**config.mk**
```make
export PLATFORM = sky130hd
export DESIGN_NAME = ama_riscv_dmem_ctrl_flat
export DESIGN_NICKNAME = d
export VERILOG_FILES = /design/src/rtl/ama_riscv_dmem_ctrl_if.sv /design/src/rtl/ama_riscv_dmem_ctrl.sv /design/src/flat_wrapper.sv
export SDC_FILE = /design/constraint.sdc
export NUM_CORES = 1
export LEC_CHECK = 0
export ABC_AREA = 1
export CAP_MARGIN = 25
export CORE_ASPECT_RATIO = 0.8
export CORE_UTILIZATION = 30
export DETAILED_ROUTE_END_ITERATION = 6
export GPL_TIMING_DRIVEN = 0
export PLACE_DENSITY_LB_ADDON = 0.15
export SLEW_MARGIN = 25
export SYNTH_ARGS = -nofsm -noshare
export SYNTH_HDL_FRONTEND = slang
export SYNTH_SLANG_ARGS = --single-unit
```
**constraint.sdc**
```tcl
create_clock -name clk -period 3.7 [get_ports clk]
set_input_delay 0.555 -clock clk [delete_from_list [all_inputs] [get_ports clk]]
set_output_delay 0.555 -clock clk [all_outputs]
set_load 0.02 [all_outputs]
```
**src/rtl/ama_riscv_dmem_ctrl_if.sv**
```systemverilog
// Bus bundle for the DMEM access controller: core request, memory port and response.
// The slave modport is the controller's view; master is the core/memory side.
interface ama_riscv_dmem_ctrl_if #(
    parameter int ADDR_W = 14
);
    logic              req_valid;
    logic              req_ready;
    logic              req_we;
    logic [31:0]       req_addr;
    logic [2:0]        req_width;
    logic [31:0]       req_wdata;
    logic [3:0]        store_mask;
    logic              mem_en;
    logic [3:0]        mem_we;
    logic [ADDR_W-1:0] mem_addr;
    logic [31:0]       mem_wdata;
    logic              mem_gnt;
    logic [31:0]       mem_rdata;
    logic              rsp_valid;
    logic [31:0]       rsp_rdata;
    logic              rsp_err;

    modport slave (
        input  req_valid, req_we, req_addr, req_width, req_wdata, store_mask,
        input  mem_gnt, mem_rdata,
        output req_ready, mem_en, mem_we, mem_addr, mem_wdata,
        output rsp_valid, rsp_rdata, rsp_err
    );

    modport master (
        output req_valid, req_we, req_addr, req_width, req_wdata, store_mask,
        output mem_gnt, mem_rdata,
        input  req_ready, mem_en, mem_we, mem_addr, mem_wdata,
        input  rsp_valid, rsp_rdata, rsp_err
    );
endinterface

```
**src/rtl/ama_riscv_dmem_ctrl.sv**
```systemverilog
// DMEM access controller: issues stores/loads to a synchronous data memory through a
// small IDLE/ISSUE/RDATA FSM, aligns load data and rejects misaligned/illegal accesses.
module ama_riscv_dmem_ctrl #(
    parameter int ADDR_W = 14
) (
    input  logic                   clk,
    input  logic                   rst,
    ama_riscv_dmem_ctrl_if.slave   bus
);

    localparam logic [1:0] IDLE  = 2'd0;
    localparam logic [1:0] ISSUE = 2'd1;
    localparam logic [1:0] RDATA = 2'd2;

    localparam logic [1:0] SZ_BYTE = 2'd0;
    localparam logic [1:0] SZ_HALF = 2'd1;
    localparam logic [1:0] SZ_WORD = 2'd2;

    // Loads must stay inside one word: half at offset 3 or word off offset 0 are rejected.
    function automatic logic load_misaligned(input logic [1:0] size, input logic [1:0] off);
        logic bad;
        case (size)
            SZ_BYTE: bad = 1'b0;
            SZ_HALF: bad = (off == 2'd3);
            SZ_WORD: bad = (off != 2'd0);
            default: bad = 1'b1;
        endcase
        return bad;
    endfunction

    function automatic logic [31:0] store_align(input logic [31:0] wdata,
                                                input logic [1:0]  size,
                                                input logic [1:0]  off);
        logic [31:0] res;
        case (size)
            SZ_WORD: res = wdata;
            default: res = wdata << {off, 3'b000};
        endcase
        return res;
    endfunction

    // width[2] selects zero-extension; words bypass the lane shift entirely.
    function automatic logic [31:0] load_extend(input logic [31:0] rdata,
                                                input logic [2:0]  width,
                                                input logic [1:0]  off);
        logic [31:0] sh;
        logic        sign;
        logic [31:0] res;
        sh = rdata >> {off, 3'b000};
        case (width[1:0])
            SZ_BYTE: begin
                sign = sh[7] & ~width[2];
                res  = {{24{sign}}, sh[7:0]};
            end
            SZ_HALF: begin
                sign = sh[15] & ~width[2];
                res  = {{16{sign}}, sh[15:0]};
            end
            SZ_WORD: begin
                sign = 1'b0;
                res  = rdata;
            end
            default: begin
                sign = 1'b0;
                res  = 32'h0000_0000;
            end
        endcase
        return res;
    endfunction

    logic [1:0]        state_q,     state_d;
    logic              cap_we_q,    cap_we_d;
    logic [2:0]        cap_width_q, cap_width_d;
    logic [1:0]        cap_off_q,   cap_off_d;
    logic              mem_en_q,    mem_en_d;
    logic [3:0]        mem_we_q,    mem_we_d;
    logic [ADDR_W-1:0] mem_addr_q,  mem_addr_d;
    logic [31:0]       mem_wdata_q, mem_wdata_d;
    logic              rsp_valid_q, rsp_valid_d;
    logic [31:0]       rsp_rdata_q, rsp_rdata_d;
    logic              rsp_err_q,   rsp_err_d;

    logic              req_ready_s;
    logic              accept_s;
    logic [1:0]        req_off_s;
    logic [1:0]        req_size_s;
    logic              req_err_s;
    logic              unused_addr_s;

    assign req_off_s   = bus.req_addr[1:0];
    assign req_size_s  = bus.req_width[1:0];
    assign req_ready_s = (state_q == IDLE) && !rst;
    assign accept_s    = bus.req_valid && req_ready_s;

    // Address bits beyond the memory's reach alias silently.
    assign unused_addr_s = ^bus.req_addr[31:ADDR_W+2];

    // Error classification of the request presented this cycle.
    always_comb begin
        req_err_s = 1'b0;
        if (req_size_s == 2'd3) begin
            req_err_s = 1'b1;
        end else if (bus.req_we) begin
            req_err_s = (bus.store_mask == 4'b0000);
        end else begin
            req_err_s = load_misaligned(req_size_s, req_off_s);
        end
    end

    // Next-state and output-register logic of the access FSM.
    always_comb begin
        state_d     = state_q;
        cap_we_d    = cap_we_q;
        cap_width_d = cap_width_q;
        cap_off_d   = cap_off_q;
        mem_en_d    = mem_en_q;
        mem_we_d    = mem_we_q;
        mem_addr_d  = mem_addr_q;
        mem_wdata_d = mem_wdata_q;
        rsp_valid_d = 1'b0;
        rsp_rdata_d = 32'h0000_0000;
        rsp_err_d   = 1'b0;
        case (state_q)
            IDLE: begin
                if (accept_s) begin
                    cap_we_d    = bus.req_we;
                    cap_width_d = bus.req_width;
                    cap_off_d   = req_off_s;
                    if (req_err_s) begin
                        // Rejected accesses answer immediately and never reach memory.
                        state_d     = IDLE;
                        rsp_valid_d = 1'b1;
                        rsp_err_d   = 1'b1;
                    end else begin
                        state_d     = ISSUE;
                        mem_en_d    = 1'b1;
                        mem_we_d    = bus.req_we ? bus.store_mask : 4'b0000;
                        mem_addr_d  = bus.req_addr[ADDR_W+1:2];
                        mem_wdata_d = store_align(bus.req_wdata, req_size_s, req_off_s);
                    end
                end else begin
                    state_d = IDLE;
                end
            end
            ISSUE: begin
                if (bus.mem_gnt) begin
                    mem_en_d = 1'b0;
                    mem_we_d = 4'b0000;
                    if (cap_we_q) begin
                        state_d     = IDLE;
                        rsp_valid_d = 1'b1;
                    end else begin
                        state_d = RDATA;
                    end
                end else begin
                    state_d = ISSUE;
                end
            end
            RDATA: begin
                state_d     = IDLE;
                rsp_valid_d = 1'b1;
                rsp_rdata_d = load_extend(bus.mem_rdata, cap_width_q, cap_off_q);
            end
            default: begin
                state_d  = IDLE;
                mem_en_d = 1'b0;
                mem_we_d = 4'b0000;
            end
        endcase
    end

    // State and output registers; reset drops any transaction in flight.
    always_ff @(posedge clk) begin
        if (rst) begin
            state_q     <= IDLE;
            cap_we_q    <= 1'b0;
            cap_width_q <= 3'b000;
            cap_off_q   <= 2'b00;
            mem_en_q    <= 1'b0;
            mem_we_q    <= 4'b0000;
            mem_addr_q  <= '0;
            mem_wdata_q <= 32'h0000_0000;
            rsp_valid_q <= 1'b0;
            rsp_rdata_q <= 32'h0000_0000;
            rsp_err_q   <= 1'b0;
        end else begin
            state_q     <= state_d;
            cap_we_q    <= cap_we_d;
            cap_width_q <= cap_width_d;
            cap_off_q   <= cap_off_d;
            mem_en_q    <= mem_en_d;
            mem_we_q    <= mem_we_d;
            mem_addr_q  <= mem_addr_d;
            mem_wdata_q <= mem_wdata_d;
            rsp_valid_q <= rsp_valid_d;
            rsp_rdata_q <= rsp_rdata_d;
            rsp_err_q   <= rsp_err_d;
        end
    end

    assign bus.req_ready = req_ready_s;
    assign bus.mem_en    = mem_en_q;
    assign bus.mem_we    = mem_we_q;
    assign bus.mem_addr  = mem_addr_q;
    assign bus.mem_wdata = mem_wdata_q;
    assign bus.rsp_valid = rsp_valid_q;
    assign bus.rsp_rdata = rsp_rdata_q;
    assign bus.rsp_err   = rsp_err_q;

endmodule
```
**src/flat_wrapper.sv**
```systemverilog
// flat-port wrapper written by rule: the top's interface ports become plain ports
module ama_riscv_dmem_ctrl_flat 
#(
    parameter int ADDR_W = 14
)
  (clk, rst, bus_req_valid, bus_req_we, bus_req_addr, bus_req_width, bus_req_wdata, bus_store_mask, bus_mem_gnt, bus_mem_rdata, bus_req_ready, bus_mem_en, bus_mem_we, bus_mem_addr, bus_mem_wdata, bus_rsp_valid, bus_rsp_rdata, bus_rsp_err);
  ama_riscv_dmem_ctrl_if #(.ADDR_W(ADDR_W)) bus_i ();
  input  logic clk;
  input  logic rst;
  input wire logic [$bits(bus_i.req_valid)-1:0] bus_req_valid;
  input wire logic [$bits(bus_i.req_we)-1:0] bus_req_we;
  input wire logic [$bits(bus_i.req_addr)-1:0] bus_req_addr;
  input wire logic [$bits(bus_i.req_width)-1:0] bus_req_width;
  input wire logic [$bits(bus_i.req_wdata)-1:0] bus_req_wdata;
  input wire logic [$bits(bus_i.store_mask)-1:0] bus_store_mask;
  input wire logic [$bits(bus_i.mem_gnt)-1:0] bus_mem_gnt;
  input wire logic [$bits(bus_i.mem_rdata)-1:0] bus_mem_rdata;
  output wire logic [$bits(bus_i.req_ready)-1:0] bus_req_ready;
  output wire logic [$bits(bus_i.mem_en)-1:0] bus_mem_en;
  output wire logic [$bits(bus_i.mem_we)-1:0] bus_mem_we;
  output wire logic [$bits(bus_i.mem_addr)-1:0] bus_mem_addr;
  output wire logic [$bits(bus_i.mem_wdata)-1:0] bus_mem_wdata;
  output wire logic [$bits(bus_i.rsp_valid)-1:0] bus_rsp_valid;
  output wire logic [$bits(bus_i.rsp_rdata)-1:0] bus_rsp_rdata;
  output wire logic [$bits(bus_i.rsp_err)-1:0] bus_rsp_err;
  assign bus_i.req_valid = bus_req_valid;
  assign bus_i.req_we = bus_req_we;
  assign bus_i.req_addr = bus_req_addr;
  assign bus_i.req_width = bus_req_width;
  assign bus_i.req_wdata = bus_req_wdata;
  assign bus_i.store_mask = bus_store_mask;
  assign bus_i.mem_gnt = bus_mem_gnt;
  assign bus_i.mem_rdata = bus_mem_rdata;
  assign bus_req_ready = bus_i.req_ready;
  assign bus_mem_en = bus_i.mem_en;
  assign bus_mem_we = bus_i.mem_we;
  assign bus_mem_addr = bus_i.mem_addr;
  assign bus_mem_wdata = bus_i.mem_wdata;
  assign bus_rsp_valid = bus_i.rsp_valid;
  assign bus_rsp_rdata = bus_i.rsp_rdata;
  assign bus_rsp_err = bus_i.rsp_err;
  ama_riscv_dmem_ctrl #(.ADDR_W(ADDR_W)) u_core (.clk(clk), .rst(rst), .bus(bus_i));
endmodule
```
; After elaboration in Yosys (flattened, before gate mapping)
; Index checks and enable logic that the tools add are counted.
; W data, S select, Z words.
[classes]
eq_ne = 11
shifts = 2
n_mux = 24
n_bitwise = 6
n_reduce_logical = 13
[ops]
columns = op, count
row1 = $pmux W32 S3, 1
row2 = $mux W32, 1
row3 = $shl A32 B5 Y32, 1
row4 = $shr A32 B5 Y16, 1
row5 = $mux W4, 4
row6 = $pmux W4 S3, 1
row7 = $mux W1, 11
row8 = $eq A2 B2 Y1 const B, 5
row9 = $pmux W1 S3, 3
row10 = $eq A2 B1 Y1 const B, 3
row11 = $logic_not A2 Y1, 3
row12 = $logic_not A4 Y1, 1
row13 = $mux W2, 2
row14 = $ne A2 B2 Y1 const B, 2
row15 = $not A1 Y1, 4
row16 = $pmux W2 S2, 1
row17 = $reduce_and A4 Y1, 1
row18 = $reduce_or A2 Y1, 2
row19 = $reduce_and A3 Y1, 1
row20 = $and A1 B1 Y1, 2
row21 = $logic_and A1 B1 Y1, 2
row22 = $ne A2 B1 Y1 const B, 1
row23 = $reduce_and A2 Y1, 1
row24 = $reduce_bool A2 Y1, 1
row25 = $logic_not A1 Y1, 1
[totals]
reg_bits = 93

; Logic depth before layout (Yosys ltp)
[depth]
depth_word = 7
ltp_mapped = 11

; Least setup slack after synthesis
; OpenSTA, ideal clock, no wires.
[synth_timing]
kind = input to register
from = input bus_req_addr[1]
to = register u_core.mem_wdata_q[22], in the netlist u_core.bus.mem_wdata[22]
arrival_ns = 1.520
required_ns = 3.572
path_slack_ns = 2.053
stages = 10
path_buffers = 2
path_cell_list = buf_4 -> nor2_2 -> nor2_1 -> nor2_4 -> nand3_4 -> inv_4 -> buf_4 -> nand2_1 -> nand2_1 -> nor2_1
[synth_via]
elab_chain_cells = 6
word_cells_on_any_way = 9
classes_between = 1 x eq/ne / 1 x shift / 4 x mux / 1 x bitwise / 2 x reduce/logical
[synth_lines]
columns = element, line_no
row1 = from (decl), flat_wrapper.sv:12  ; input wire logic [$bits(bus_i.req_addr)-1:0] bus_req_addr;
row2 = $eq A2 B2 Y1 or $reduce_bool A2 Y1 (tied branches), "ama_riscv_dmem_ctrl.sv:24, ama_riscv_dmem_ctrl.sv:25"
row3 = $pmux W1 S3, ama_riscv_dmem_ctrl.sv:22  ; case (size)
row4 = $mux W1, ama_riscv_dmem_ctrl.sv:103  ; end else if (bus.req_we) begin
row5 = $mux W1, ama_riscv_dmem_ctrl.sv:101  ; if (req_size_s == 2'd3) begin
row6 = $not A1 Y1 (no source line), --
row7 = $reduce_and A3 Y1 (no source line), --
row8 = to (signal assigned), ama_riscv_dmem_ctrl.sv:194  ; mem_wdata_q <= mem_wdata_d;
row9 = to (decl), ama_riscv_dmem_ctrl.sv:78  ; logic [31:0] mem_wdata_q, mem_wdata_d;
; Several ways; a longest one is shown, not always the timed one.
; A chain may end at the register's enable or synchronous reset.

; Worst setup path in the final report
[layout_timing]
from = input rst
to = output bus_req_ready
[layout_via]
elab_chain_cells = 2
[layout_lines]
columns = element, line_no
row1 = from (decl), flat_wrapper.sv:9  ; input logic rst;
row2 = $logic_not A1 Y1, ama_riscv_dmem_ctrl.sv:92  ; assign req_ready_s = (state_q == IDLE) && !rst;
row3 = $logic_and A1 B1 Y1, ama_riscv_dmem_ctrl.sv:92
row4 = to (decl), flat_wrapper.sv:18  ; output wire logic [$bits(bus_i.req_ready)-1:0] bus_req_ready;
; No other way between the ends.

==> flow_summary_export.csv <==
group,metric,value,unit
run_status,status,"finished clean",
power_and_ir_drop,powerDensity,384,nW/um2
logic_synthesis,synth.top_cells.by_count,"nand2_1, dfxtp_1, inv_1",
worst_setup_path,reg2reg_from,"u_core.state_q[1]",
worst_setup_path,r2r_end,"u_core.bus.rsp_rdata[8]",
logic_synthesis,ys_warn_count,0,
detailed_routing,routed_wl,15600,um
detailed_routing,via_per_inst,4.61,
clock_tree,cts_max_path_buffers,2,
worst_setup_path,reg2reg_slack,1.91,ns
finish,finalNetCount,990,
worst_setup_path,crit_start,"rst",
logic_synthesis,synth-main-ff-cell,"dfxtp_1",
sta,maxSlewHeadroom,49.6,%
detailed_routing,dr.first_iter.drc_count,506,
sta,holdWs,0.459,ns
logic_synthesis,synth.area.top_cells,"dfxtp_1, nand2_1, o21ai_0",
sta,setup_violations,0,
worst_setup_path,cp_max_fo,7,
sta,tightest_slew,0.753,ns
logic_synthesis,ys_async_sr_fraction,0,%
grt,grt_pass1_vias,4730,
die,die_y,112,um
logic_synthesis,synth-edff-count,0,
detailed_routing,final_antenna_net_count,0,
grt,grt_max_degree,17,
die,rows,39,
placed_design,finalWeightedCongestion,0.896,
hold_path,holdCritPathClass,"reg -> reg",
logic_synthesis,synth_top_cell_area_share,41.0,%
detailed_routing,num_vias,4937,
logic_synthesis,seq_area_frac_synth,41.0,%
power_and_ir_drop,finalPower,2630,uW
hold_path,min_delay_worst_endpoint,"u_core.state_q[1]",
logic_synthesis,syn_area_per_cell,6.54,um2
finish,layout-drive-gt1-share,5.75,%
worst_setup_path,criticalPathCategory,"in -> out",
sta,rsz0062_at_grt,"no",
logic_synthesis,synth_top_cell_by_area,"dfxtp_1",
detailed_routing,post-route-drc-count,0,
clock_tree,cts_made_buffers,9,
detailed_routing,wl_per_cell,14.6,um
clock_tree,htreeDepth,3,
worst_setup_path,crit_path_start_kind,"input port",
finish,antennaDiodeCount,0,
clock_tree,clk_pin_slew,0.07,ns
grt,grt_pass1_wl,25300,um
sta,finalSetupTns,0,ns
die,die-width,140,um
worst_setup_path,reg2reg_depth,5,
clock_tree,cts_setup_buffers,0,
logic_synthesis,netlist_instances,695,
flow_run,max-cap-violations,0,
sta,finalCritPeriodShare,66.3,%
placed_design,io_buffers,176,
worst_setup_path,crit_arrival,1.90,ns
logic_synthesis,synth-seq-cells,93,
placed_design,dp_slack,1.16,ns
power_and_ir_drop,ir_drop,0.227,mV
logic_synthesis,postSynthNetCount,803,
sta,drv_slew,0,
placed_design,placedCellCount,1055,
hold_path,hp-start,"u_core.cap_we_q",
finish,stdcell_count,1071,
sta,final_hold_viol_count,0,
grt,grt_antenna_before_repair,0,
grt,overflow,0,
clock_tree,cts_hold_buffers,0,
sta,period_minus_slack,2.45,ns
sta,fin_skew,0.0107,ns
clock_tree,root_buffer,"clkbuf_16",
clock_tree,worstSkewPairLatency,0.35,ns
die,dieArea,15600,um2
power_and_ir_drop,leakagePower,0.00296,uW
placed_design,post-dp-hpwl,11900,um
logic_synthesis,yosysMostFrequentCell,"nand2_1",
sta,setup_ws,1.25,ns
die,core-area,14500,um2
grt,track_usage,20.9,%
die,ios,194,
worst_setup_path,critPathRequiredTime,3.14,ns
hold_path,hold_path_depth,1,
clock_tree,cts_resized,0,
finish,area_delta_synth_final,51.0,%
clock_tree,cts_tree,"built",
worst_setup_path,critPathCaptureType,"output port",
sta,fmax,407,MHz
die,initial_core_util,31.2,%
clock_tree,clkSinkCount,93,
logic_synthesis,synth.distinct_cells,26,
logic_synthesis,netlist_area,4540,um2
detailed_routing,dr.pass1.iters,5,
[how the worst max path moves through the flow]
stage / slack [ns] / to / depth (start not counted)
2_1_floorplan: 2.05 / u_core.bus.mem_wdata[22] / 10
3_3_place_gp: 1.14 / u_core.bus.mem_wdata[17] / 9
3_5_place_dp: 1.16 / u_core.bus.mem_wdata[17] / 9
4_1_cts: 1.23 / bus_req_ready / 5
5_1_grt: 1.13 / bus_req_ready / 5
6_report: 1.25 / bus_req_ready / 5
[registers in the layout (all words and copies together), names as in the netlist]
register / count
u_core.cap_off_q: 2
u_core.bus.mem_addr: 14
u_core.bus.rsp_err: 1
u_core.bus.mem_en: 1
u_core.bus.mem_we: 4
u_core.cap_we_q: 1
u_core.bus.rsp_valid: 1
u_core.cap_width_q: 3
u_core.state_q: 2
u_core.bus.mem_wdata: 32
u_core.bus.rsp_rdata: 32
[power by group]
group          leakage (uW)  internal (uW)  switching [uW]
clock              0.000154            599             430
sequential         0.000755           1040            19.3
combinational       0.00205            243             305
total               0.00296           1880             754
[worst max-delay path, cell delays in order]
cell and delay, ns:
clkdlybuf4s50_1 0.43, inv_2 0.13, nand2_1 0.10, inv_1 0.06, clkdlybuf4s50_1 0.63
[cell families (layout without fill, tap and decap cells)]
kind of cell	Yosys count	in the layout	synth area share (%)
compound gates	163	163	18.8
simple gates	309	309	27.9
buf+inv	130	322	12.3
flops	93	93	41.0
[final cells by class]
type | instances | area [um2]
fill | 1507 | 7680
multi-input combinational | 472 | 2120
sequential | 93 | 1860
timing repair buffer | 176 | 1760
inverter | 95 | 359
tap | 184 | 230
clock buffer | 10 | 229
buffer | 35 | 200
clock inverter | 6 | 93.8
[metal layers]
layer | vias up | global-route usage (%) | routed length [um]
li1 | 2574 | - | -
met1 | 2148 | 29.0 | 7470
met2 | 196 | 28.9 | 6290
met3 | 19 | 8.53 | 1620
met4 | 0 | 7.11 | 232
met5 | - | 0 | 0
[per-stage QoR]
stage / area, um2 / util, %
after CTS: 6860 / 47.2
after detailed placement: 6530 / 44.9
final: 6860 / 47.2
after global routing: 6860 / 47.2
after floorplan: 4540 / -
after global placement: 6530 / 44.9
[cell usage in the layout (no fill, tap or decap), types with 2 or more instances in the layout]
cell and n:
nand2_1 207, clkdlybuf4s50_1 176, dfxtp_1 93, inv_1 89, o21ai_0 76, a21oi_1 59
nor2_1 54, nand3_1 28, clkbuf_1 16, o22ai_1 16, buf_2 9, clkbuf_16 9
and2_1 8, a22oi_1 7, inv_2 5, buf_4 5, buf_6 5, nor2_2 4
nand2_2 3, o21ai_1 3, a31oi_1 2, bufinv_16 2, inv_6 2
No activity file was read; power rests on OpenSTA's default activity.
